$ cat src/rtl/gpio_bank.sv
// ============================================================================
//  Module   : gpio_bank
//  Purpose  : Parametrised GPIO bank. Direct and masked output / output-enable
//             writes, synchronised and debounced pad inputs, and sticky
//             edge/level interrupts behind a single-clock register port.
//  Revision : 1.0 - initial release
// ============================================================================
`default_nettype none

module gpio_bank #(
   parameter int NumGpio        = 32,
   parameter int SyncStages     = 2,
   parameter int FilterCntWidth = 4
) (
   input  logic               clk_i,
   input  logic               rst_i,
   input  logic               reg_we_i,
   input  logic               reg_re_i,
   input  logic [3:0]         reg_addr_i,
   input  logic [31:0]        reg_wdata_i,
   output logic [31:0]        reg_rdata_o,
   output logic               reg_rvalid_o,
   input  logic [NumGpio-1:0] cio_gpio_i,
   output logic [NumGpio-1:0] cio_gpio_o,
   output logic [NumGpio-1:0] cio_gpio_en_o,
   output logic [NumGpio-1:0] intr_o
);

   localparam logic [3:0] ADDR_INTR_STATE   = 4'd0;
   localparam logic [3:0] ADDR_INTR_ENABLE  = 4'd1;
   localparam logic [3:0] ADDR_INTR_TEST    = 4'd2;
   localparam logic [3:0] ADDR_DATA_IN      = 4'd3;
   localparam logic [3:0] ADDR_DIRECT_OUT   = 4'd4;
   localparam logic [3:0] ADDR_MOUT_LOWER   = 4'd5;
   localparam logic [3:0] ADDR_MOUT_UPPER   = 4'd6;
   localparam logic [3:0] ADDR_DIRECT_OE    = 4'd7;
   localparam logic [3:0] ADDR_MOE_LOWER    = 4'd8;
   localparam logic [3:0] ADDR_MOE_UPPER    = 4'd9;
   localparam logic [3:0] ADDR_CTRL_RISE    = 4'd10;
   localparam logic [3:0] ADDR_CTRL_FALL    = 4'd11;
   localparam logic [3:0] ADDR_CTRL_LVLHI   = 4'd12;
   localparam logic [3:0] ADDR_CTRL_LVLLO   = 4'd13;
   localparam logic [3:0] ADDR_FILTER_EN    = 4'd14;
   localparam logic [3:0] ADDR_FILTER_THR   = 4'd15;

   localparam logic [FilterCntWidth-1:0] CNT_MAX = '1;

   // Architectural registers
   logic [NumGpio-1:0] intr_state_q, intr_state_d;
   logic [NumGpio-1:0] intr_enable_q, intr_enable_d;
   logic [NumGpio-1:0] out_q, out_d;
   logic [NumGpio-1:0] oe_q, oe_d;
   logic [NumGpio-1:0] rise_q, rise_d;
   logic [NumGpio-1:0] fall_q, fall_d;
   logic [NumGpio-1:0] lvlhi_q, lvlhi_d;
   logic [NumGpio-1:0] lvllo_q, lvllo_d;
   logic [NumGpio-1:0] filt_en_q, filt_en_d;
   logic [FilterCntWidth-1:0] thresh_q, thresh_d;
   logic [31:0]        rdata_q, rdata_d;
   logic               rvalid_q;

   // Input path and event wires
   logic [NumGpio-1:0] w_synced;
   logic [NumGpio-1:0] w_stable;
   logic [NumGpio-1:0] w_event;
   logic [NumGpio-1:0] w_w1c;
   logic [NumGpio-1:0] w_test;
   logic [31:0]        w_out32;
   logic [31:0]        w_oe32;

   // Masked write: mask in wdata[31:16], data in wdata[15:0]; the lower
   // register reaches pins 15:0, the upper one pins 31:16. Pins that do not
   // exist are simply never visited by the loop.
   function automatic logic [NumGpio-1:0] masked_update(
      input logic [NumGpio-1:0] cur,
      input logic [31:0]        wd,
      input logic               upper
   );
      logic [NumGpio-1:0] res;
      res = cur;
      for (int i = 0; i < NumGpio; i++) begin
         if (((i >= 16) == upper) && wd[16 + (i % 16)]) begin
            res[i] = wd[i % 16];
         end
      end
      return res;
   endfunction

   // -------------------------------------------------------------------------
   // Input synchroniser (bypassed when inputs are already synchronous)
   // -------------------------------------------------------------------------
   if (SyncStages > 0) begin : g_sync
      logic [NumGpio-1:0] sync_q [SyncStages];

      // Shift pad inputs through the synchroniser chain
      always_ff @(posedge clk_i) begin
         if (rst_i) begin
            for (int k = 0; k < SyncStages; k++) sync_q[k] <= '0;
         end else begin
            sync_q[0] <= cio_gpio_i;
            for (int k = 1; k < SyncStages; k++) sync_q[k] <= sync_q[k-1];
         end
      end

      assign w_synced = sync_q[SyncStages-1];
   end else begin : g_nosync
      assign w_synced = cio_gpio_i;
   end

   // -------------------------------------------------------------------------
   // Per-pin debounce filter and edge/level event detection
   // -------------------------------------------------------------------------
   for (genvar gi = 0; gi < NumGpio; gi++) begin : g_pin
      logic                      stable_q, stable_d;
      logic                      prev_q;
      logic [FilterCntWidth-1:0] cnt_q, cnt_d;

      // A change is accepted once it has been seen on THRESH+1 consecutive
      // cycles; with the filter off the stable value simply tracks the input.
      always_comb begin
         stable_d = stable_q;
         cnt_d    = cnt_q;
         if (!filt_en_q[gi]) begin
            stable_d = w_synced[gi];
            cnt_d    = '0;
         end else if (w_synced[gi] == stable_q) begin
            cnt_d    = '0;
         end else if (cnt_q == thresh_q) begin
            stable_d = w_synced[gi];
            cnt_d    = '0;
         end else if (cnt_q != CNT_MAX) begin
            cnt_d    = cnt_q + 1'b1;
         end
      end

      // Filter state and one-cycle history of the stable value
      always_ff @(posedge clk_i) begin
         if (rst_i) begin
            stable_q <= 1'b0;
            prev_q   <= 1'b0;
            cnt_q    <= '0;
         end else begin
            stable_q <= stable_d;
            prev_q   <= stable_q;
            cnt_q    <= cnt_d;
         end
      end

      assign w_stable[gi] = stable_q;
      assign w_event[gi]  = (~prev_q &  stable_q & rise_q[gi])
                          | ( prev_q & ~stable_q & fall_q[gi])
                          | ( stable_q & lvlhi_q[gi])
                          | (~stable_q & lvllo_q[gi]);
   end

   assign w_out32 = 32'(out_q);
   assign w_oe32  = 32'(oe_q);

   // -------------------------------------------------------------------------
   // Register write decode
   // -------------------------------------------------------------------------
   // Compute next values of all software-writable registers
   always_comb begin
      intr_enable_d = intr_enable_q;
      out_d         = out_q;
      oe_d          = oe_q;
      rise_d        = rise_q;
      fall_d        = fall_q;
      lvlhi_d       = lvlhi_q;
      lvllo_d       = lvllo_q;
      filt_en_d     = filt_en_q;
      thresh_d      = thresh_q;
      w_w1c         = '0;
      w_test        = '0;
      if (reg_we_i) begin
         case (reg_addr_i)
            ADDR_INTR_STATE:  w_w1c         = reg_wdata_i[NumGpio-1:0];
            ADDR_INTR_ENABLE: intr_enable_d = reg_wdata_i[NumGpio-1:0];
            ADDR_INTR_TEST:   w_test        = reg_wdata_i[NumGpio-1:0];
            ADDR_DIRECT_OUT:  out_d         = reg_wdata_i[NumGpio-1:0];
            ADDR_MOUT_LOWER:  out_d         = masked_update(out_q, reg_wdata_i, 1'b0);
            ADDR_MOUT_UPPER:  out_d         = masked_update(out_q, reg_wdata_i, 1'b1);
            ADDR_DIRECT_OE:   oe_d          = reg_wdata_i[NumGpio-1:0];
            ADDR_MOE_LOWER:   oe_d          = masked_update(oe_q, reg_wdata_i, 1'b0);
            ADDR_MOE_UPPER:   oe_d          = masked_update(oe_q, reg_wdata_i, 1'b1);
            ADDR_CTRL_RISE:   rise_d        = reg_wdata_i[NumGpio-1:0];
            ADDR_CTRL_FALL:   fall_d        = reg_wdata_i[NumGpio-1:0];
            ADDR_CTRL_LVLHI:  lvlhi_d       = reg_wdata_i[NumGpio-1:0];
            ADDR_CTRL_LVLLO:  lvllo_d       = reg_wdata_i[NumGpio-1:0];
            ADDR_FILTER_EN:   filt_en_d     = reg_wdata_i[NumGpio-1:0];
            ADDR_FILTER_THR:  thresh_d      = reg_wdata_i[FilterCntWidth-1:0];
            default: ;
         endcase
      end
   end

   // Sticky interrupt state; a live event overrides a same-cycle clear
   always_comb begin
      intr_state_d = (intr_state_q & ~w_w1c) | w_test | w_event;
   end

   // Read mux; samples pre-write values so a simultaneous write is not seen
   always_comb begin
      rdata_d = '0;
      if (reg_re_i) begin
         case (reg_addr_i)
            ADDR_INTR_STATE:  rdata_d = 32'(intr_state_q);
            ADDR_INTR_ENABLE: rdata_d = 32'(intr_enable_q);
            ADDR_DATA_IN:     rdata_d = 32'(w_stable);
            ADDR_DIRECT_OUT:  rdata_d = w_out32;
            ADDR_MOUT_LOWER:  rdata_d = {16'h0, w_out32[15:0]};
            ADDR_MOUT_UPPER:  rdata_d = {16'h0, w_out32[31:16]};
            ADDR_DIRECT_OE:   rdata_d = w_oe32;
            ADDR_MOE_LOWER:   rdata_d = {16'h0, w_oe32[15:0]};
            ADDR_MOE_UPPER:   rdata_d = {16'h0, w_oe32[31:16]};
            ADDR_CTRL_RISE:   rdata_d = 32'(rise_q);
            ADDR_CTRL_FALL:   rdata_d = 32'(fall_q);
            ADDR_CTRL_LVLHI:  rdata_d = 32'(lvlhi_q);
            ADDR_CTRL_LVLLO:  rdata_d = 32'(lvllo_q);
            ADDR_FILTER_EN:   rdata_d = 32'(filt_en_q);
            ADDR_FILTER_THR:  rdata_d = 32'(thresh_q);
            default:          rdata_d = '0;
         endcase
      end
   end

   // Register bank and registered read response
   always_ff @(posedge clk_i) begin
      if (rst_i) begin
         intr_state_q  <= '0;
         intr_enable_q <= '0;
         out_q         <= '0;
         oe_q          <= '0;
         rise_q        <= '0;
         fall_q        <= '0;
         lvlhi_q       <= '0;
         lvllo_q       <= '0;
         filt_en_q     <= '0;
         thresh_q      <= '0;
         rdata_q       <= '0;
         rvalid_q      <= 1'b0;
      end else begin
         intr_state_q  <= intr_state_d;
         intr_enable_q <= intr_enable_d;
         out_q         <= out_d;
         oe_q          <= oe_d;
         rise_q        <= rise_d;
         fall_q        <= fall_d;
         lvlhi_q       <= lvlhi_d;
         lvllo_q       <= lvllo_d;
         filt_en_q     <= filt_en_d;
         thresh_q      <= thresh_d;
         rdata_q       <= rdata_d;
         rvalid_q      <= reg_re_i;
      end
   end

   assign reg_rdata_o   = rdata_q;
   assign reg_rvalid_o  = rvalid_q;
   assign cio_gpio_o    = out_q;
   assign cio_gpio_en_o = oe_q;
   assign intr_o        = intr_state_q & intr_enable_q;

endmodule

`default_nettype wire

$ cat config.mk
export PLATFORM = sky130hd
export DESIGN_NAME = gpio_bank
export DESIGN_NICKNAME = d
export VERILOG_FILES = /design/src/rtl/gpio_bank.sv
export SDC_FILE = /design/constraint.sdc
export NUM_CORES = 1
export LEC_CHECK = 0
export BUFFER_PORTS_ARGS = -buffer_cell sky130_fd_sc_hd__clkbuf_2
export CELL_PAD_IN_SITES_DETAIL_PLACEMENT = 1
export CELL_PAD_IN_SITES_GLOBAL_PLACEMENT = 2
export CORE_UTILIZATION = 33
export CTS_CLUSTER_SIZE = 25
export DETAILED_ROUTE_END_ITERATION = 12
export PLACE_DENSITY = 0.73
export SLEW_MARGIN = 20
export SYNTH_ARGS = -nofsm -noshare
export SYNTH_HDL_FRONTEND = slang
export SYNTH_SLANG_ARGS = --single-unit
$ cat constraint.sdc
create_clock -name clk_i -period 1.5 [get_ports clk_i]
set_input_delay 0.225 -clock clk_i [delete_from_list [all_inputs] [get_ports clk_i]]
set_output_delay 0.225 -clock clk_i [all_outputs]
set_load 0.1 [all_outputs]
Word-level counts from Yosys, hierarchy flattened
Memories as Yosys holds them, arrays and structs flattened.
Cells that the tools add are included.
- flip-flop bits (word level): 517
- RAM bits: 64
- output and inout port bits: 129
- logic and storage cells: 1103
- memories kept: 1
- add/subtract/negate cells: 32
- equal/unequal tests: 239
- muxes and demuxes: 124
- bitwise gates (word level): 396
- reduce and logical (&&, ||, !) cells: 141
- memory list (memory ; depth ; bits a word ; rd ports ; clocked after memory_dff ; wr ports ; RTL line ; text):
    g_sync.sync_q ; 2 ; 32 ; 2 ; 0 ; 2 ; 93 ; logic [NumGpio-1:0] sync_q [SyncStages];
- operators with widths (cell ; number):
    32-bit case mux with 15 select lines ; 1
    4-bit AND reduction ; 64
    1-bit AND ; 192
    32-bit two-way mux ; 6
    2-bit inequality test (second input constant) ; 96
    32-bit case mux with 3 select lines ; 2
    4-bit by 1-bit adder with 4-bit output (second input constant) ; 32
    4-bit == test ; 32
    4-bit inequality test (second input constant) ; 32
    4-bit OR reduction ; 32
    1-bit two-way mux ; 115
    1-bit NOT ; 101
    1-bit bitwise OR ; 98
    2-bit AND reduction ; 39
    32-bit AND ; 2
    2-bit by 1-bit inequality test with 1-bit output (second input constant) ; 32
    32-bit bitwise OR ; 2
    1-bit == test ; 32
    4-bit == test (second input constant) ; 8
    32-bit NOT ; 1
    4-bit by 3-bit == test with 1-bit output (second input constant) ; 4
    4-bit by 2-bit == test with 1-bit output (second input constant) ; 2
    2-bit nonzero test ; 4
    4-bit by 1-bit == test with 1-bit output (second input constant) ; 1
    2 further kinds ; 2

Longest topological paths before layout
- word-level depth: 7
- depth in mapped cells: 8

Worst setup path after synthesis
Ideal clock, no wire load.
- path kind: flip-flop to flip-flop
- start: register oe_q[31], in the netlist cio_gpio_en_o[31]
- end: register rdata_q[15], in the netlist reg_rdata_o[15]
- library setup time: 0.074 ns
- data arrival time: 1.680 ns
- path slack: -0.254 ns
- cell stages (with the launch flop): 5
- path buffers: 0
- cell sequence: dfxtp_1 > mux2_2 > a32oi_1 > o22a_1 > a31oi_1
- cells in the longest elaborated chain, start to end: 1
- ends and longest elaborated chain (item ; RTL line ; text):
    start: declaration ; 52 ; logic [NumGpio-1:0] oe_q, oe_d;
    start signal: assignment ; 233 ; oe_q <= '0;
    start signal: assignment ; 246 ; oe_q <= oe_d;
    32-bit case mux with 15 select lines ; 206 ; case (reg_addr_i)
    end signal: assignment ; 253 ; rdata_q <= rdata_d;
    end: declaration ; 59 ; logic [31:0] rdata_q, rdata_d;
No other way between the ends.
A chain may end at the register's enable or synchronous reset.

Final worst setup path
- start: register oe_q[22], in the netlist cio_gpio_en_o[22]
- end: register rdata_q[6], in the netlist reg_rdata_o[6]
The elaborated chain is that of the path after synthesis.

==> flow_metrics.tcl <==
set metrics [dict create \
    outcome "finished, violations left" \
    violations "negative setup slack" \
    drtIter0Drc 2263 \
    yosys_register_bits 581 \
    core-area_um2 79300 \
    final_cell_mix "nand2_1, dfxtp_1, buf_4" \
    final_layout_size_suffix_gt1_share_pct 32.6 \
    viasPerCell 5.62 \
    drv_slew 0 \
    syn_to_final_growth_pct 45.6 \
    rows 103 \
    wl_met3_mm 8.23 \
    final_hold_viol_count 0 \
    leakagePower_nw 15.6 \
    met1_length_mm 53.0 \
    cts_max_level 3 \
    pre_cts_ws_ns -0.670 \
    synth-edff-count 0 \
    routed.top_layer "met4" \
    grt-ovfl-total 0 \
    min_period_over_period_pct 112 \
    syn_nets 3208 \
    fmax_ghz 0.595 \
    synth-main-ff-cell "dfxtp_1" \
    cts_tree "yes" \
    clockBufferDepth 3 \
    worstPathArrival_ns 2.19 \
    finalWorstSetupSlack_ns -0.181 \
    clock-root-buffer "clkbuf_16" \
    routedWlPerCell_um 26.1 \
    finalClockSkew_ns 0.0299 \
    crit_required_ns 2.01 \
    hp-class "input pin to register" \
    power_density_nw_per_um2 953 \
    crit_type "register to register" \
    final_common_cell "nand2_1" \
    finalSetupViolations 192 \
    cts_inserted_buffers 70 \
    fin_crit_ns 1.68 \
    first_global_vias 27500 \
    ios 201 \
    grt_pass1_wl_mm 180 \
    antenna_found_initial 5 \
    place.port_buffers 200 \
    synth.distinct_cells 64 \
    die-area_um2 81500 \
    finish.instance_area_um2 38600 \
    syn-mean-instance-area_um2 8.55 \
    initial_core_util_pct 33.5 \
    dp_hpwl_mm 84.7 \
    synth_seq_area_share_pct 43.8 \
    hold_depth 3 \
    worst_pin_slew_ns 0.741 \
    syn_inst 3104 \
    vias 26600 \
    path_max_fanout 2 \
    grt_usage_pct 29.5 \
    postPlaceCellArea_um2 32300 \
    maxSlewHeadroom_pct 50.6 \
    fp.dieH_um 286 \
    critPathCaptureType "register" \
    ir_drop_mv 0.694 \
    yosys_warnings 0 \
    syn_area_um2 26500 \
    layout.nets 3731 \
    route.antenna.remaining_nets 0 \
    gp_congestion 0.922 \
    maxCapViolations 0 \
    cts_num_sinks 581 \
    wirelength_mm 124 \
    rsz0062_at_grt "true" \
    wl_met2_mm 56.1 \
    die_w_um 286 \
    synth-async-reset-ratio_pct 0 \
    drc_errors 0 \
    reg2reg_depth 4 \
    path_clk_slew_ns 0.06 \
    dr.pass1.iters 6 \
    startpoint_type "register" \
    clkLatencyLatePin_ns 0.62 \
    grt_max_degree 68 \
]
worst paths after layout:
path,startpoint,endpoint,slack [ns]
worst max-delay path,cio_gpio_en_o[22],reg_rdata_o[6],-0.18
worst min-delay path,reg_wdata_i[0],intr_enable_q[0],0.04
worst max register to register,cio_gpio_en_o[22],reg_rdata_o[6],-0.18
worst min register to register,g_sync.sync_q[0][31],g_sync.sync_q[0][63],0.43
worst max-delay path, stage by stage (launching register included):
cell and delay [ns]:
dfxtp_4 0.36, mux2_2 0.27, a222oi_1 0.64, buf_4 0.23, a31oi_1 0.07
per-stage QoR:
step           power [W]  hold slack, ns  setup TNS, ns  util [%]  instances
2_1_floorplan     0.0178           0.353          -2.56         -       3104
3_3_place_gp      0.0193           0.419        -113.96      40.8       4454
3_5_place_dp      0.0193           0.429        -137.05      40.8       4454
4_1_cts           0.0370         0.00572         -19.91      47.6       4712
5_1_grt           0.0379          0.0351         -28.57      48.7       4729
6_report          0.0368          0.0436         -17.83      48.7       4731
synth_stat cells, types with 3 or more instances:
| library cell | number | area share (%) |
|---|---|---|
| nor2_1 | 242 | 3.4 |
| and2_1 | 41 | 0.97 |
| dfxtp_1 | 581 | 44 |
| inv_1 | 49 | 0.69 |
| a32oi_1 | 3 | 0.099 |
| o41ai_1 | 32 | 1.1 |
| or3_1 | 33 | 0.78 |
| nor3_1 | 55 | 1.0 |
| a31oi_1 | 68 | 1.6 |
| mux2i_1 | 101 | 3.8 |
| a211oi_1 | 16 | 0.45 |
| a21oi_1 | 290 | 5.5 |
| xor2_1 | 128 | 4.2 |
| buf_4 | 10 | 0.28 |
| nand3b_1 | 14 | 0.40 |
| nand2_1 | 462 | 6.5 |
| nor2b_1 | 104 | 2.5 |
| a221oi_1 | 77 | 2.5 |
| and4b_1 | 4 | 0.15 |
| xnor2_1 | 64 | 2.1 |
| nand2b_1 | 21 | 0.50 |
| a311oi_1 | 17 | 0.56 |
| mux2_2 | 10 | 0.42 |
| nor3b_1 | 22 | 0.62 |
| o2111ai_1 | 10 | 0.33 |
| a21o_1 | 45 | 1.3 |
| ha_1 | 32 | 1.5 |
| o21ai_0 | 49 | 0.92 |
| nand3_1 | 98 | 1.8 |
| a32o_1 | 5 | 0.19 |
| and3_1 | 3 | 0.071 |
| buf_1 | 11 | 0.16 |
| a22oi_1 | 95 | 2.7 |
| a22o_1 | 42 | 1.4 |
| a222oi_1 | 7 | 0.26 |
| buf_6 | 3 | 0.13 |
| buf_2 | 77 | 1.5 |
| and4bb_2 | 3 | 0.14 |
| o22ai_1 | 6 | 0.14 |
| clkbuf_1 | 131 | 1.9 |
| o22a_1 | 16 | 0.53 |
power breakdown:
| part | total, W | switching (W) | internal (W) | leakage [nW] |
|---|---|---|---|---|
| combinational | 0.00341 | 0.00212 | 0.00129 | 9.68 |
| clock | 0.0174 | 0.00720 | 0.0102 | 1.15 |
| sequential | 0.0160 | 0.000329 | 0.0157 | 4.79 |
| total | 0.0368 | 0.00965 | 0.0272 | 15.6 |
registers in the layout, summed over array words and instances (netlist names):
name / flops
cio_gpio_en_o: 32
cio_gpio_o: 32
fall_q: 32
filt_en_q: 32
g_pin.cnt_q: 128
g_pin.prev_q: 32
g_pin.stable_q: 32
g_sync.sync_q: 64
intr_enable_q: 32
intr_state_q: 32
lvlhi_q: 32
lvllo_q: 32
reg_rdata_o: 32
reg_rvalid_o: 1
rise_q: 32
thresh_q: 4
cell type report:
class	instances	area, um^2
Multi-Input combinational cell	2241	15600
Inverter	49	184
Fill cell	8807	40600
Tap cell	1050	1310
Clock inverter	23	282
Sequential cell	581	11900
Clock buffer	100	2050
Timing Repair Buffer	684	7330
Antenna cell	3	7.51
timing repair:
item,4_1_cts,5_1_grt
buffers inserted,102,18
endpoints found under the hold margin,36,0
hold buffers,36,0
pin swaps,122,57
resized for setup,521,117
gates cloned,3,0
endpoints found under the setup margin,292,218
layer usage:
layer,GRT usage (%),vias up
met1,38.8,13500
met2,46.9,965
met3,4.84,258
met4,14.2,0
met5,0,-
li1,-,11900
cells by family (layout without fill, tap and decap cells):
logic type | Yosys count | after routing | synth area share (%)
other | 0 | 3 | 0
AO/OA/AOI/OAI | 786 | 786 | 19.8
AND/OR/NAND/NOR | 1118 | 1118 | 19.5
multiplexers | 113 | 113 | 4.41
buffers and inverters | 282 | 856 | 4.58
XOR/XNOR | 192 | 192 | 6.34
adder cells (fa/ha/maj) | 32 | 32 | 1.51
flip-flops | 581 | 581 | 43.8
(Power assumes the default switching activity.)
